$ cat src/rtl/cmd_dispatch.sv
// rtl/cmd_dispatch.sv - host command dispatcher: FIFO pop, decode, peripheral handoff, aux pins, delay
// Optional peripheral-ack timeout enabled by defining CMD_DISPATCH_TIMEOUT_EN.
module cmd_dispatch #(
   parameter int DATA_W     = 8,
   parameter int AUX_N      = 2,
   parameter int PRESCALE_W = 4,
   parameter int TO_W       = 12
) (
   input  logic                clock,
   input  logic                reset,
   input  logic                in_fifo_out_nempty,
   output logic                in_fifo_out_pop,
   input  logic [8+DATA_W-1:0] in_fifo_out_data,
   input  logic                out_fifo_in_full,
   output logic                out_fifo_in_shift,
   output logic [DATA_W-1:0]   out_fifo_in_data,
   output logic                per_req,
   output logic [1:0]          per_op,
   output logic [DATA_W-1:0]   per_wdata,
   input  logic                per_ack,
   input  logic [DATA_W-1:0]   per_rdata,
   output logic [AUX_N-1:0]    aux_out,
   output logic [AUX_N-1:0]    aux_oe,
   input  logic [AUX_N-1:0]    aux_in,
   output logic                busy,
   output logic                err
);

   localparam int CMD_W = 8 + DATA_W;

   typedef enum logic [2:0] {
      S_IDLE,
      S_DECODE,
      S_PER_WAIT,
      S_DELAY,
      S_PUSH
   } state_e;

   state_e              state_q, state_d;
   logic [CMD_W-1:0]    cmd_q, cmd_d;
   logic                per_req_q, per_req_d;
   logic [1:0]          per_op_q, per_op_d;
   logic [DATA_W-1:0]   per_wdata_q, per_wdata_d;
   logic [AUX_N-1:0]    aux_out_q, aux_out_d;
   logic [AUX_N-1:0]    aux_oe_q, aux_oe_d;
   logic [DATA_W-1:0]   data_q, data_d;
   logic [DATA_W-1:0]   tick_q, tick_d;
   logic [PRESCALE_W-1:0] pre_q, pre_d;
   logic                err_q, err_d;
`ifdef CMD_DISPATCH_TIMEOUT_EN
   logic [TO_W-1:0]     to_q, to_d;
`endif

   logic [7:0]          opcode;
   logic [DATA_W-1:0]   payload;
   logic                pop_c, shift_c;
   logic                aux_hit;
   logic                aux_rd_bit;

   assign opcode  = cmd_q[CMD_W-1:DATA_W];
   assign payload = cmd_q[DATA_W-1:0];

   always_comb begin
      state_d     = state_q;
      cmd_d       = cmd_q;
      per_req_d   = per_req_q;
      per_op_d    = per_op_q;
      per_wdata_d = per_wdata_q;
      aux_out_d   = aux_out_q;
      aux_oe_d    = aux_oe_q;
      data_d      = data_q;
      tick_d      = tick_q;
      pre_d       = pre_q;
      err_d       = err_q;
`ifdef CMD_DISPATCH_TIMEOUT_EN
      to_d        = to_q;
`endif
      pop_c       = 1'b0;
      shift_c     = 1'b0;
      aux_hit     = 1'b0;
      aux_rd_bit  = 1'b0;

      // Channel decode by comparison keeps the payload width independent of AUX_N.
      for (int i = 0; i < AUX_N; i++) begin
         if (payload == DATA_W'(i)) begin
            aux_hit    = 1'b1;
            aux_rd_bit = aux_in[i];
         end
      end

      case (state_q)
         S_IDLE: begin
            if (in_fifo_out_nempty) begin
               cmd_d   = in_fifo_out_data;
               pop_c   = 1'b1;
               state_d = S_DECODE;
            end
         end

         S_DECODE: begin
            state_d = S_IDLE;
            case (opcode)
               8'h00, 8'h01, 8'h02: begin
                  per_req_d   = 1'b1;
                  per_op_d    = opcode[1:0];
                  per_wdata_d = payload;
`ifdef CMD_DISPATCH_TIMEOUT_EN
                  to_d        = '0;
`endif
                  state_d     = S_PER_WAIT;
               end
               8'h10: begin
                  tick_d = '0;
                  pre_d  = '0;
                  if (payload != '0) state_d = S_DELAY;
               end
               8'h20, 8'h21, 8'h22, 8'h23: begin
                  if (!aux_hit) begin
                     err_d = 1'b1;
                  end else if (opcode == 8'h23) begin
                     data_d    = '0;
                     data_d[0] = aux_rd_bit;
                     state_d   = S_PUSH;
                  end else begin
                     for (int i = 0; i < AUX_N; i++) begin
                        if (payload == DATA_W'(i)) begin
                           aux_oe_d[i] = (opcode != 8'h22);
                           if (opcode != 8'h22) aux_out_d[i] = opcode[0];
                        end
                     end
                  end
               end
               default: err_d = 1'b1;
            endcase
         end

         S_PER_WAIT: begin
            if (per_ack) begin
               per_req_d = 1'b0;
               if (per_op_q == 2'b00) begin
                  data_d  = per_rdata;
                  state_d = S_PUSH;
               end else begin
                  state_d = S_IDLE;
               end
            end
`ifdef CMD_DISPATCH_TIMEOUT_EN
            else if (to_q == '1) begin
               per_req_d = 1'b0;
               err_d     = 1'b1;
               if (per_op_q == 2'b00) begin
                  data_d  = '1;
                  state_d = S_PUSH;
               end else begin
                  state_d = S_IDLE;
               end
            end else begin
               to_d = to_q + TO_W'(1);
            end
`endif
         end

         S_DELAY: begin
            if (pre_q == '1) begin
               pre_d = '0;
               if (tick_q + DATA_W'(1) == payload) begin
                  tick_d  = '0;
                  state_d = S_IDLE;
               end else begin
                  tick_d = tick_q + DATA_W'(1);
               end
            end else begin
               pre_d = pre_q + PRESCALE_W'(1);
            end
         end

         S_PUSH: begin
            if (!out_fifo_in_full) begin
               shift_c = 1'b1;
               state_d = S_IDLE;
            end
         end

         default: state_d = S_IDLE;
      endcase
   end

   always_ff @(posedge clock) begin
      if (reset) begin
         state_q     <= S_IDLE;
         cmd_q       <= '0;
         per_req_q   <= 1'b0;
         per_op_q    <= '0;
         per_wdata_q <= '0;
         aux_out_q   <= '0;
         aux_oe_q    <= '0;
         data_q      <= '0;
         tick_q      <= '0;
         pre_q       <= '0;
         err_q       <= 1'b0;
`ifdef CMD_DISPATCH_TIMEOUT_EN
         to_q        <= '0;
`endif
      end else begin
         state_q     <= state_d;
         cmd_q       <= cmd_d;
         per_req_q   <= per_req_d;
         per_op_q    <= per_op_d;
         per_wdata_q <= per_wdata_d;
         aux_out_q   <= aux_out_d;
         aux_oe_q    <= aux_oe_d;
         data_q      <= data_d;
         tick_q      <= tick_d;
         pre_q       <= pre_d;
         err_q       <= err_d;
`ifdef CMD_DISPATCH_TIMEOUT_EN
         to_q        <= to_d;
`endif
      end
   end

   // Strobes are suppressed during reset so no FIFO word is consumed or produced.
   assign in_fifo_out_pop   = pop_c & ~reset;
   assign out_fifo_in_shift = shift_c & ~reset;
   assign out_fifo_in_data  = data_q;
   assign per_req           = per_req_q;
   assign per_op            = per_op_q;
   assign per_wdata         = per_wdata_q;
   assign aux_out           = aux_out_q;
   assign aux_oe            = aux_oe_q;
   assign busy              = (state_q != S_IDLE);
   assign err               = err_q;

endmodule

$ cat config.mk
export PLATFORM = sky130hd
export DESIGN_NAME = cmd_dispatch
export DESIGN_NICKNAME = d
export VERILOG_FILES = /design/src/rtl/cmd_dispatch.sv
export SDC_FILE = /design/constraint.sdc
export NUM_CORES = 1
export LEC_CHECK = 0
export CORE_MARGIN = 1.5
export CORE_UTILIZATION = 45
export CTS_CLUSTER_DIAMETER = 50
export DETAILED_ROUTE_END_ITERATION = 10
export DONT_BUFFER_PORTS = 1
export GPL_ROUTABILITY_DRIVEN = 0
export PLACE_DENSITY = 0.64
export SETUP_SLACK_MARGIN = 0.5
export SLEW_MARGIN = 20
export SYNTH_ARGS = -nofsm -noshare
export SYNTH_HDL_FRONTEND = slang
export SYNTH_SLANG_ARGS = --single-unit
export TNS_END_PERCENT = 1
$ cat constraint.sdc
create_clock -name clock -period 4.47 [get_ports clock]
set_input_delay 0.447 -clock clock [delete_from_list [all_inputs] [get_ports clock]]
set_output_delay 0.447 -clock clock [all_outputs]
set_load 0.005 [all_outputs]
# After elaboration in Yosys (flattened, before gate mapping)
# Index checks and enable logic that the tools add are counted.
dict set report totals {
  ff_bits 55
  inputBits 31
  out_inout_bits 27
  elab_cells 107
}
dict set report op_classes {
  addsub 2
  eq_ne 27
  muxes 37
  bitwise 5
  n_reduce_logical 23
}
# operator n
set op_table {}
lappend op_table {{8-bit 2-to-1 mux} 8}
lappend op_table {{8-bit by 6-bit equality test with 1-bit output, second input constant} 4}
lappend op_table {{8-bit one-hot mux with 2 select lines} 2}
lappend op_table {{3-bit 2-to-1 mux} 8}
lappend op_table {{2-bit != test, second input constant} 10}
lappend op_table {{6-bit AND reduction} 3}
lappend op_table {{8-bit by 1-bit equality test with 1-bit output, second input constant} 2}
lappend op_table {{8-bit logical NOT} 2}
lappend op_table {{3-bit one-hot mux with 5 select lines} 1}
lappend op_table {{5-bit AND reduction} 3}
lappend op_table {{1-bit 2-to-1 mux} 11}
lappend op_table {{3-bit one-hot mux with 3 select lines} 1}
lappend op_table {{3-bit AND reduction} 3}
lappend op_table {{8-bit by 1-bit adder with 8-bit output, second input constant} 1}
lappend op_table {{8-bit by 2-bit equality test with 1-bit output, second input constant} 1}
lappend op_table {{8-bit by 5-bit equality test with 1-bit output, second input constant} 1}
lappend op_table {{8-bit equality test} 1}
lappend op_table {{4-bit 2-to-1 mux} 2}
lappend op_table {{8-bit by 6-bit != test with 1-bit output, second input constant} 1}
lappend op_table {{4-bit one-hot mux with 2 select lines} 1}
lappend op_table {{8-bit nonzero test} 1}
lappend op_table {{4-bit OR reduction} 2}
lappend op_table {{3-bit by 2-bit equality test with 1-bit output, second input constant} 2}
lappend op_table {{2-bit AND reduction} 3}
lappend op_table {{other kinds (14)} 20}

# Depth between registers and ports, before layout
# Gate-level depths: netlist (run 1).
dict set report logic_depth {
  word_depth 7
  depth_mapped 9
  depth_no_buf 7
}

# Least setup slack after synthesis (run 1)
# OpenSTA, ideal clock, no wires.
dict set report synth_path {
  path_type {register -> register}
  start {register tick_q[0]}
  end {register tick_q[4]}
  setup_ns 0.127
  arrival_time_ns 1.955
  t_required_ns 4.343
  setup_slack_ns 2.388
  stages_incl_launch_ff 10
  path_buffers 2
  synth_period_minus_slack_ns 2.082
  path_cell_list {dfxtp_1 -> ha_1 -> nand3_1 -> o21ai_0 -> nand4_1 -> or3_1 -> buf_2 -> buf_6 -> o2111ai_1 -> nand3_1}
}
dict set report synth_between {
  elab_chain_len 5
}
# element line
set synth_lines {}
lappend synth_lines {{start: declaration} 47} ;# logic [DATA_W-1:0] tick_q, tick_d;
lappend synth_lines {{start signal: assignment} 213} ;# tick_q <= tick_d;
lappend synth_lines {{8-bit by 1-bit adder with 8-bit output (*)} {166, 170}}
lappend synth_lines {{8-bit equality test} 166} ;# if (tick_q + DATA_W'(1) == payload) begin
lappend synth_lines {{8-bit 2-to-1 mux (*)} 166}
lappend synth_lines {{8-bit 2-to-1 mux (*)} 164} ;# if (pre_q == '1) begin
lappend synth_lines {{8-bit one-hot mux with 2 select lines (*)} 91} ;# case (state_q)
# Mark *: on every way between the ends. The rest lies on a longest branch, timed or not. The select of a mux whose other input is x is not followed.
# A chain may end at the register's enable or synchronous reset.

# Final worst setup path (run 1)
dict set report layout_path {
  start {register tick_q[0]}
  end {register state_q[2]}
}
dict set report layout_between {
  elab_chain_len 4
}
# element line
set layout_lines {}
lappend layout_lines {{8-bit by 1-bit adder with 8-bit output} 166}
lappend layout_lines {{8-bit equality test} 166}
lappend layout_lines {{2-bit != test (no line)} n/a}
lappend layout_lines {{5-bit AND reduction (no line)} n/a}
lappend layout_lines {{end signal: assignment} 205} ;# state_q <= state_d;
lappend layout_lines {{end: declaration} 39} ;# state_e state_q, state_d;
# No other way between the ends.

==> results.txt, run 1 <==
via count - 2257
core box area - 5890 µm²
I/O Buffers - 0
CTS resizes - 0
CTS tree - yes
Tot GR Track Use - 19.1%
CP max stage cell - or3_1
antenna violations before repair - 0
layout cells sized above 1 - 8.49%
Syn-to-layout area delta - 4.11%
Post-Syn Nets - 365
MaxCap Viol Count - 0
Post-CTS Hold Buffers - 0
Initial Util - 46.5%
Least-Margin Pin Slew - 838 ps
CP arrival - 2720 ps
total grt overflow - 0
Clock Path Buffers - 2
Top Ports - 58
Synth Flop Type - dfxtp_1
Die Wd - 81.0 µm
CTS root buf - clkbuf_8
Fin. Hold Viols - 0
Post-CTS Setup Bufs - 0
FF+latch count, synth - 55
commonest non-fill, non-tap cell in the layout - dfxtp_1
CTS H-tree lvls - 2
HP Class - in2reg
post-synth top area share - 40.2%
CTS Buf Count - 5
register area share after synthesis - 40.2%
Leak - 0.00101 µW
drt via density - 5.74
vias in the first global route - 1985
Final ANT Viol Nets - 0
Die ar. - 6560 µm²
Post-Synthesis Cells - 332
n_diodes - 0
achievable clock frequency - 406 MHz
outcome - completed
RSZ-0062 raised after global routing - no
Post-DP HPWL - 4250 µm
Critical Path End Type - flip-flop
Rel. slew slack - 43.9%
Final Cycle Share - 55.0%
CTS sink cnt - 55
# setup viols final - 0
count of cell types in the netlist - 57
post-synthesis instance area - 2740 µm²
Worst EP required - 4730 ps
Clock Skew - 4.79 ps
CP Launch Type - flip-flop
Post-synth EDFFs - 0
DR iter-0 viols - 126
PD cells - 398 nW/µm²
Row Count - 28
final worst setup slack - 2010 ps
crit-path cells - ha_1 > nand3_1 > o21ai_0 > nand4_1 > or3_1 > o31ai_2 > a31o_1
min Tclk post-route - 2460 ps
Die Span Y - 81.0 µm
TritonRoute pass-1 iters - 4
Final #Nets - 350
DRT Wirelength - 6040 µm
area leader, netlist - dfxtp_1
first-pass GRT wire length - 9710 µm
Ys Warns - 0
Final TNS setup - 0 ps
most frequent cells in the layout - 55 x dfxtp_1, 53 x nand2_1, 39 x nor2_1, 26 x a21oi_1, 13 x nand3_1
ys async rst share - 0%
Worst path max stage delay - 580 ps
Reg clk slew, reported paths - 100 ps
Routed WL per cell - 15.4 µm
kind of critical path - reg2reg
crit path max fanout - 14
Synth area leaders - dfxtp_1 40%, nand2_1 7.3%, nor2_1 5.3%, a21oi_1 4.8%, mux2i_1 4.0%
Avg Inst Size Synth - 8.25 µm²
worst vdd ir - 0.000202 V
largest net degree at the start of global routing - 54
residual DRC count - 0
Worst-Skew Late Latency - 320 ps
worst slack at placement - 2040 ps
fin. max-slew vios - 0
-- per-stage QoR --
step | total power (µW) | instances | cell area (µm²) | hold WS [ps] | util, %
2_1_floorplan | 756 | 332 | 2740 | 446 | -
3_3_place_gp | 786 | 385 | 2730 | 453 | 46.4
3_5_place_dp | 791 | 385 | 2730 | 457 | 46.4
4_1_cts | 1140 | 393 | 2850 | 186 | 48.4
5_1_grt | 1200 | 393 | 2850 | 175 | 48.4
6_report | 1140 | 393 | 2850 | 188 | 48.4
-- metal layers --
layer / track usage, % / vias up / part of all wire (%)
li1: - / 1148 / -
met1: 27.1 / 1058 / 49
met2: 28.1 / 45 / 45
met3: 5.06 / 6 / 4.5
met4: 5.69 / 0 / 1.2
met5: 0 / - / 0
-- synth_stat cells, drive strengths merged (2+ instances only) --
cell type,number
a22oi,8
or3,3
and3,3
o211ai,3
inv,9
mux2i,11
xnor2,3
nor4b,2
nor4,3
o21ai,9
nand2b,5
a41oi,4
nand3,13
nor2b,4
nor3,6
xor2,6
ha,2
a211oi,2
nor2,39
dfxtp,55
nand2,53
a31oi,2
a21oi,28
clkbuf,12
buf,10
o2111ai,12
a31o,2
nand4,4
nor3b,3
and2,3
-- worst paths after layout --
check        startpoint    endpoint  slack, ps  cells after the start
min               reset    pre_q[3]        190                      1
max           tick_q[0]  state_q[2]       2010                      7
min reg2reg   cmd_q[11]   cmd_q[11]        470                      2
max reg2reg   tick_q[0]  state_q[2]       2010                      7
-- sequential cells by signal (all words and copies together), names as in the netlist --
signal / count
state_q: 3
err: 1
per_op: 2
tick_q: 8
cmd_q: 16
aux_out: 2
aux_oe: 2
pre_q: 4
per_req: 1
per_wdata: 8
out_fifo_in_data: 8
-- cell type report --
type,instances,area (µm²)
clock inverters,2,38.8
well taps,75,93.8
multi-input cells,246,1500
clock buffers,6,82.6
inverters,9,33.8
flip-flops and latches,55,1100
fillers,595,3040
-- worst max-delay path, delay by kind of cell, from the launching register on --
family / cells / cell delay (ps)
compound gates: 3 / 770
fa+ha+maj: 1 / 290
flops: 1 / 450
simple gates: 3 / 900
-- cells by family (layout without fill, tap and decap cells) --
kind of cell	count (synthesis)	after routing	synth area share, %
adder cells (fa/ha/maj)	2	2	0.914
buffers and inverters	31	17	4.98
XOR/XNOR	9	9	2.88
multiplexers	11	11	4.02
AND/OR/NAND/NOR	148	148	27.6
AO/OA/AOI/OAI	76	76	19.4
flip-flops	55	55	40.2
-- power breakdown --
| part | total, µW | switching [µW] | internal (µW) | leakage (µW) |
|---|---|---|---|---|
| combinational | 210 | 131 | 79.7 | 0.000502 |
| clock | 356 | 171 | 185 | 0.0000618 |
| sequential | 569 | 46.4 | 523 | 0.000446 |
| total | 1140 | 348 | 787 | 0.00101 |
No activity file was read; power rests on OpenSTA's default activity.
==> run 2: changes to the inputs <==
--- a/config.mk
+++ b/config.mk
@@ -5,6 +5,7 @@
 export SDC_FILE = /design/constraint.sdc
 export NUM_CORES = 1
 export LEC_CHECK = 0
+export ABC_AREA = 1
 export CORE_MARGIN = 1.5
 export CORE_UTILIZATION = 45
 export CTS_CLUSTER_DIAMETER = 50
==> constraint.sdc (replaced) <==
create_clock -name clock -period 2.4 [get_ports clock]
set_input_delay 0.24 -clock clock [delete_from_list [all_inputs] [get_ports clock]]
set_output_delay 0.24 -clock clock [all_outputs]
set_load 0.005 [all_outputs]
==> run 2 against run 1 <==
Register-to-register slack got worse by 1400 ps. Power increased to 2.6 times the previous value. Critical path depth increased by 3. First-iteration DRC count up 7.9%. Sequential power rose by 120%. Critical endpoint is now out_fifo_in_data[0].
==> results.txt, run 2 <==
area leader, netlist - dfxtp_1
CTS sink cnt - 55
antenna violations before repair - 0
core box area - 5850 µm²
register area share after synthesis - 40.8%
Post-Synthesis Cells - 370
Top Ports - 58
Synth area leaders - dfxtp_1 41%, a21oi_1 8.7%, nand2_1 8.1%, inv_1 4.9%, nand3_1 4.8%
Synth top cells by count - 58 x nand2_1, 55 x dfxtp_1, 47 x a21oi_1, 35 x inv_1
DR iter-0 viols - 136
CP Launch Type - flip-flop
worst slack at placement - 585 ps
achievable clock frequency - 566 MHz
Post-synth EDFFs - 0
Critical Path End Type - flip-flop
DRT Wirelength - 6170 µm
layout cells sized above 1 - 17.7%
Die Span Y - 80.4 µm
PD cells - 1020 nW/µm²
n_diodes - 0
drt via density - 5.30
MaxCap Viol Count - 0
CTS tree - yes
register-to-register setup slack - 630 ps
# setup viols final - 0
Leak - 0.00107 µW
worst vdd ir - 0.000414 V
count of cell types in the netlist - 32
most common cell in the netlist - nand2_1
worst hold stages - 3
most frequent cells in the layout - 58 x nand2_1, 52 x dfxtp_1, 47 x a21oi_1, 35 x inv_1
Avg Inst Size Synth - 7.29 µm²
largest net degree at the start of global routing - 34
Worst-Skew Late Latency - 310 ps
CP arrival - 1980 ps
final worst setup slack - 633 ps
CTS root buf - clkbuf_8
HP Class - in2reg
Worst EP required - 2610 ps
RSZ-0062 raised after global routing - yes
post-synthesis instance area - 2700 µm²
FF+latch count, synth - 55
Post-Syn Nets - 403
fin. max-slew vios - 0
CTS H-tree lvls - 2
CTS Buf Count - 5
kind of critical path - reg2reg
Filler Cell Count - 588
ys async rst share - 0%
Clock Path Buffers - 2
Initial Util - 46.1%
Final TNS setup - 0 ps
post-synth top area share - 40.8%
hold_sp - reset
Clock Skew - 8.24 ps
Fin. Hold Viols - 0
Final ANT Viol Nets - 0
I/O Buffers - 0
max reg flops - 16
min Tclk post-route - 1770 ps
residual DRC count - 0
Syn-to-layout area delta - 7.42%
worst hold endpoint - state_q[0]
Final #Nets - 404
TritonRoute pass-1 iters - 4
R2R depth - 10
commonest non-fill, non-tap cell in the layout - nand2_1
Synth Flop Type - dfxtp_1
total grt overflow - 0
Reg clk slew, reported paths - 100 ps
vias in the first global route - 2134
Tot GR Track Use - 19.8%
Routed WL per cell - 13.8 µm
Rel. slew slack - 25.1%
Final Cycle Share - 73.6%
Most flops, register - cmd_q
crit path max fanout - 10
Post-DP HPWL - 4500 µm
Die Wd - 80.4 µm
Row Count - 28
outcome - completed
Ys Warns - 0
Die ar. - 6470 µm²
Worst R2R Start - cmd_q[6]
Least-Margin Pin Slew - 1120 ps
first-pass GRT wire length - 9990 µm
r2r endpoint - out_fifo_in_data[0]
via count - 2370
## run 2: per-stage QoR
| step | power, µW | hold slack [ps] | utilization (%) | instances | instance area [µm²] |
|---|---|---|---|---|---|
| 2_1_floorplan | 2190 | 423 | - | 370 | 2700 |
| 3_3_place_gp | 2410 | 310 | 47.4 | 437 | 2780 |
| 3_5_place_dp | 2440 | 312 | 47.4 | 437 | 2780 |
| 4_1_cts | 2960 | 59.5 | 49.1 | 446 | 2870 |
| 5_1_grt | 3220 | 48.8 | 49.6 | 447 | 2900 |
| 6_report | 2970 | 66.3 | 49.6 | 447 | 2900 |
## run 2: worst max path at each step
stage,start,endpoint,cells past startpoint
6_report,cmd_q[6],out_fifo_in_data[0],10
5_1_grt,cmd_q[6],out_fifo_in_data[7],10
4_1_cts,tick_q[0],state_q[1],12
3_5_place_dp,tick_q[0],state_q[1],12
3_3_place_gp,cmd_q[6],out_fifo_in_data[0],10
2_1_floorplan,tick_q[0],state_q[1],12
## run 2: report_power, final
part	total, µW	internal, µW	switching (µW)
clock network	510	205	305
logic	1180	376	804
registers	1280	1110	170
total	2970	1690	1280
## run 2: layer usage
metal	vias to the layer above	track usage, %	routed length, µm
met5	-	0	0
met2	47	31.8	3000
li1	1242	-	-
met1	1072	26.0	2740
met3	9	4.20	325
met4	0	7.41	102
## run 2: area by class of cell
| type | count | area (µm²) | area share [%] |
|---|---|---|---|
| well taps | 75 | 93.8 | 3.24 |
| clock inverters | 2 | 12.5 | 0.432 |
| clock buffers | 6 | 72.6 | 2.50 |
| inverters | 46 | 173 | 5.96 |
| repair buffers | 6 | 47.5 | 1.64 |
| flip-flops and latches | 55 | 1100 | 38.1 |
| multi-input cells | 257 | 1400 | 48.1 |
## run 2: timing repair
| item | CTS | global route |
|---|---|---|
| endpoints found under the setup margin | 0 | 26 |
| hold buffers | 1 | 0 |
| resized for setup | 0 | 9 |
| buffers inserted | 0 | 1 |
| hold endpoints to repair | 24 | 0 |
## run 2: cell families (layout without fill, tap and decap cells)
group | after synthesis | after routing | share of synthesized area (%)
AOI/OAI and AO/OA | 97 | 97 | 19.8
xor gates and xnor gates | 3 | 3 | 0.974
and+or+nand+nor | 155 | 155 | 29.3
buffers and inverters | 58 | 60 | 8.16
adders and majority gates | 2 | 2 | 0.927
DFF | 55 | 55 | 40.8
## run 2: worst max-delay path, cell delays in order, from the launching register on
cell     delay (ps)
dfxtp_1         330
inv_1           150
nand4_1         200
nor2_2          210
inv_2            70
nand2_1          80
nand2_1          60
nand2_2         150
nand3_4         200
o21ai_2         180
a21oi_2          40
==> run 3: changes to the inputs <==
--- a/config.mk
+++ b/config.mk
@@ -5,14 +5,14 @@
 export SDC_FILE = /design/constraint.sdc
 export NUM_CORES = 1
 export LEC_CHECK = 0
-export ABC_AREA = 1
+export ABC_AREA = 0
 export CORE_MARGIN = 1.5
 export CORE_UTILIZATION = 45
 export CTS_CLUSTER_DIAMETER = 50
 export DETAILED_ROUTE_END_ITERATION = 10
 export DONT_BUFFER_PORTS = 1
 export GPL_ROUTABILITY_DRIVEN = 0
-export PLACE_DENSITY = 0.64
+export PLACE_DENSITY = 0.66
 export SETUP_SLACK_MARGIN = 0.5
 export SLEW_MARGIN = 20
 export SYNTH_ARGS = -nofsm -noshare
==> constraint.sdc (replaced) <==
create_clock -name clock -period 1.5 [get_ports clock]
set_input_delay 0.15 -clock clock [delete_from_list [all_inputs] [get_ports clock]]
set_output_delay 0.15 -clock clock [all_outputs]
set_load 0.005 [all_outputs]
==> run 3 against run 2 <==
The flow now finishes with violations (negative hold slack, negative setup slack). Fmax decreased by 9.4%. Global-route usage up 2.0 points. Die area rose by 1.4%. Non-clock buffer count up 65. Sequential share of layout area down 7.5 points. First-iteration DRC count fell by 11%. Via count up 7.8%. Combinational power decreased by 5%. Count of clock-buffer cells in the layout did not move. Utilization rose by 12 points. Register-to-register slack worse by 1100 ps. Clock skew is 1.9 ps lower. Highest routed layer unchanged.
==> results.txt, run 3 (synthesis results as in run 1) <==
outcome - complete, but fails checks
failing checks - negative hold slack, negative setup slack
Leak - 0.00140 µW
crit path max fanout - 5
Switching Fraction - 30.4%
Final ANT Viol Nets - 0
Critical Path End Type - flip-flop
CTS tree - yes
Row Count - 28
Net Sw Power - 1170 µW
power consumption - 3830 µW
worst vdd ir - 0.000677 V
Final Cycle Share - 130%
MaxCap Viol Count - 0
hold_sp - reset
largest net degree at the start of global routing - 54
fin. max-slew vios - 0
Die Wd - 81.0 µm
worst hold stages - 1
Clock Path Buffers - 2
Worst-Skew Late Latency - 310 ps
Die Span Y - 81.0 µm
Most flops, register - cmd_q
Rel. slew slack - 70.2%
DRT Wirelength - 6990 µm
Tot GR Track Use - 21.8%
Top Ports - 58
Final #Nets - 421
r2r endpoint - tick_q[2]
vias in the first global route - 2387
worst slack at placement - -512 ps
antenna violations before repair - 0
HP Class - in2reg
Routed WL per cell - 15.1 µm
n_diodes - 0
R2R depth - 8
Post-DP HPWL - 5020 µm
PD cells - 1050 nW/µm²
register-to-register setup slack - -450 ps
CP Launch Type - flip-flop
Reg clk slew, reported paths - 100 ps
first-pass GRT wire length - 11300 µm
Reg power frac - 43.4%
CTS root buf - clkbuf_8
# setup viols final - 36
DR iter-0 viols - 121
drt via density - 5.51
Worst R2R Start - tick_q[1]
area of the multi-input gates - 1710 µm²
layout cells sized above 1 - 35.2%
CTS Buf Count - 5
TritonRoute pass-1 iters - 4
CP arrival - 2150 ps
worst hold endpoint - pre_q[2]
Least-Margin Pin Slew - 436 ps
Fin. Hold Viols - 45
Filler Cell Count - 523
Comb power frac - 29.1%
core box area - 5890 µm²
Initial Util - 46.5%
FF+latch area - 1110 µm²
clock share of power - 27.5%
Syn-to-layout area delta - 33.1%
RSZ-0062 raised after global routing - yes
max reg flops - 16
Clock Skew - 6.31 ps
internal power - 2670 µW
CTS H-tree lvls - 2
Min Hold Slack - -101 ps
via count - 2556
final worst setup slack - -450 ps
residual DRC count - 0
total grt overflow - 0
commonest non-fill, non-tap cell in the layout - buf_4
kind of critical path - reg2reg
CTS sink cnt - 55
min Tclk post-route - 1950 ps
I/O Buffers - 0
achievable clock frequency - 513 MHz
Worst EP required - 1700 ps
Die ar. - 6560 µm²
most frequent cells in the layout - 65 x buf_4, 52 x nand2_1, 46 x dfxtp_1, 38 x nor2_1, 24 x a21oi_1
## run 3: through the flow
stage | utilization, % | cell area [µm²] | hold WS [ps] | cells | setup TNS [ps]
finish | 61.9 | 3640 | -101 | 464 | -9780
global route | 61.9 | 3640 | -115 | 464 | -12720
CTS | 60.7 | 3570 | -116 | 464 | -10080
detailed placement | 56.8 | 3340 | 222 | 453 | -10770
global placement | 56.8 | 3340 | 222 | 453 | -9670
floorplan | - | 2830 | 286 | 332 | -9830
## run 3: layout make-up
class                           instances  area share (%)
Clock inverter                          2            1.06
Timing Repair Buffer                   71            15.7
Tap cell                               75            2.57
Clock buffer                            6            2.27
Inverter                                9           0.927
Multi-Input combinational cell        246            46.9
Sequential cell                        55            30.6
## run 3: how the worst max path moves through the flow
| stage | from | end | slack [ps] | cells past startpoint |
|---|---|---|---|---|
| 2_1_floorplan | tick_q[0] | tick_q[4] | -400 | 9 |
| 3_3_place_gp | tick_q[1] | tick_q[6] | -450 | 8 |
| 3_5_place_dp | tick_q[1] | tick_q[4] | -510 | 8 |
| 4_1_cts | tick_q[1] | tick_q[2] | -420 | 8 |
| 5_1_grt | tick_q[0] | tick_q[2] | -540 | 8 |
| 6_report | tick_q[1] | tick_q[2] | -450 | 8 |
## run 3: repair_timing
| item | 4_1_cts | 5_1_grt |
|---|---|---|
| setup buffers | 3 | 0 |
| pin swaps | 13 | 6 |
| endpoints found under the setup margin | 58 | 58 |
| hold endpoints to repair | 46 | 46 |
| resized for setup | 17 | 19 |
## run 3: critical path, stage by stage (launching register included)
cell	delay (ps)
dfxtp_2	350
ha_4	240
xor2_1	140
nor2_1	110
nand4_1	150
or3_4	440
buf_6	150
o2111ai_2	170
nand3_1	90
## run 3: power by group through the flow
stage | registers (µW) | logic [µW] | clock network, µW
2_1_floorplan | 1670 | 612 | 0
3_3_place_gp | 1680 | 994 | 0
3_5_place_dp | 1680 | 1010 | 0
4_1_cts | 1660 | 1090 | 1080
5_1_grt | 1680 | 1210 | 1140
6_report | 1660 | 1120 | 1050
## run 3: metal layers
metal  vias up  global-route usage, %  share of wire [%]
li1       1294                      -                  -
met2        73                   35.0                 47
met3         4                   5.51                6.2
met5         -                      0                  0
met4         0                   4.66               0.54
met1      1185                   29.5                 46
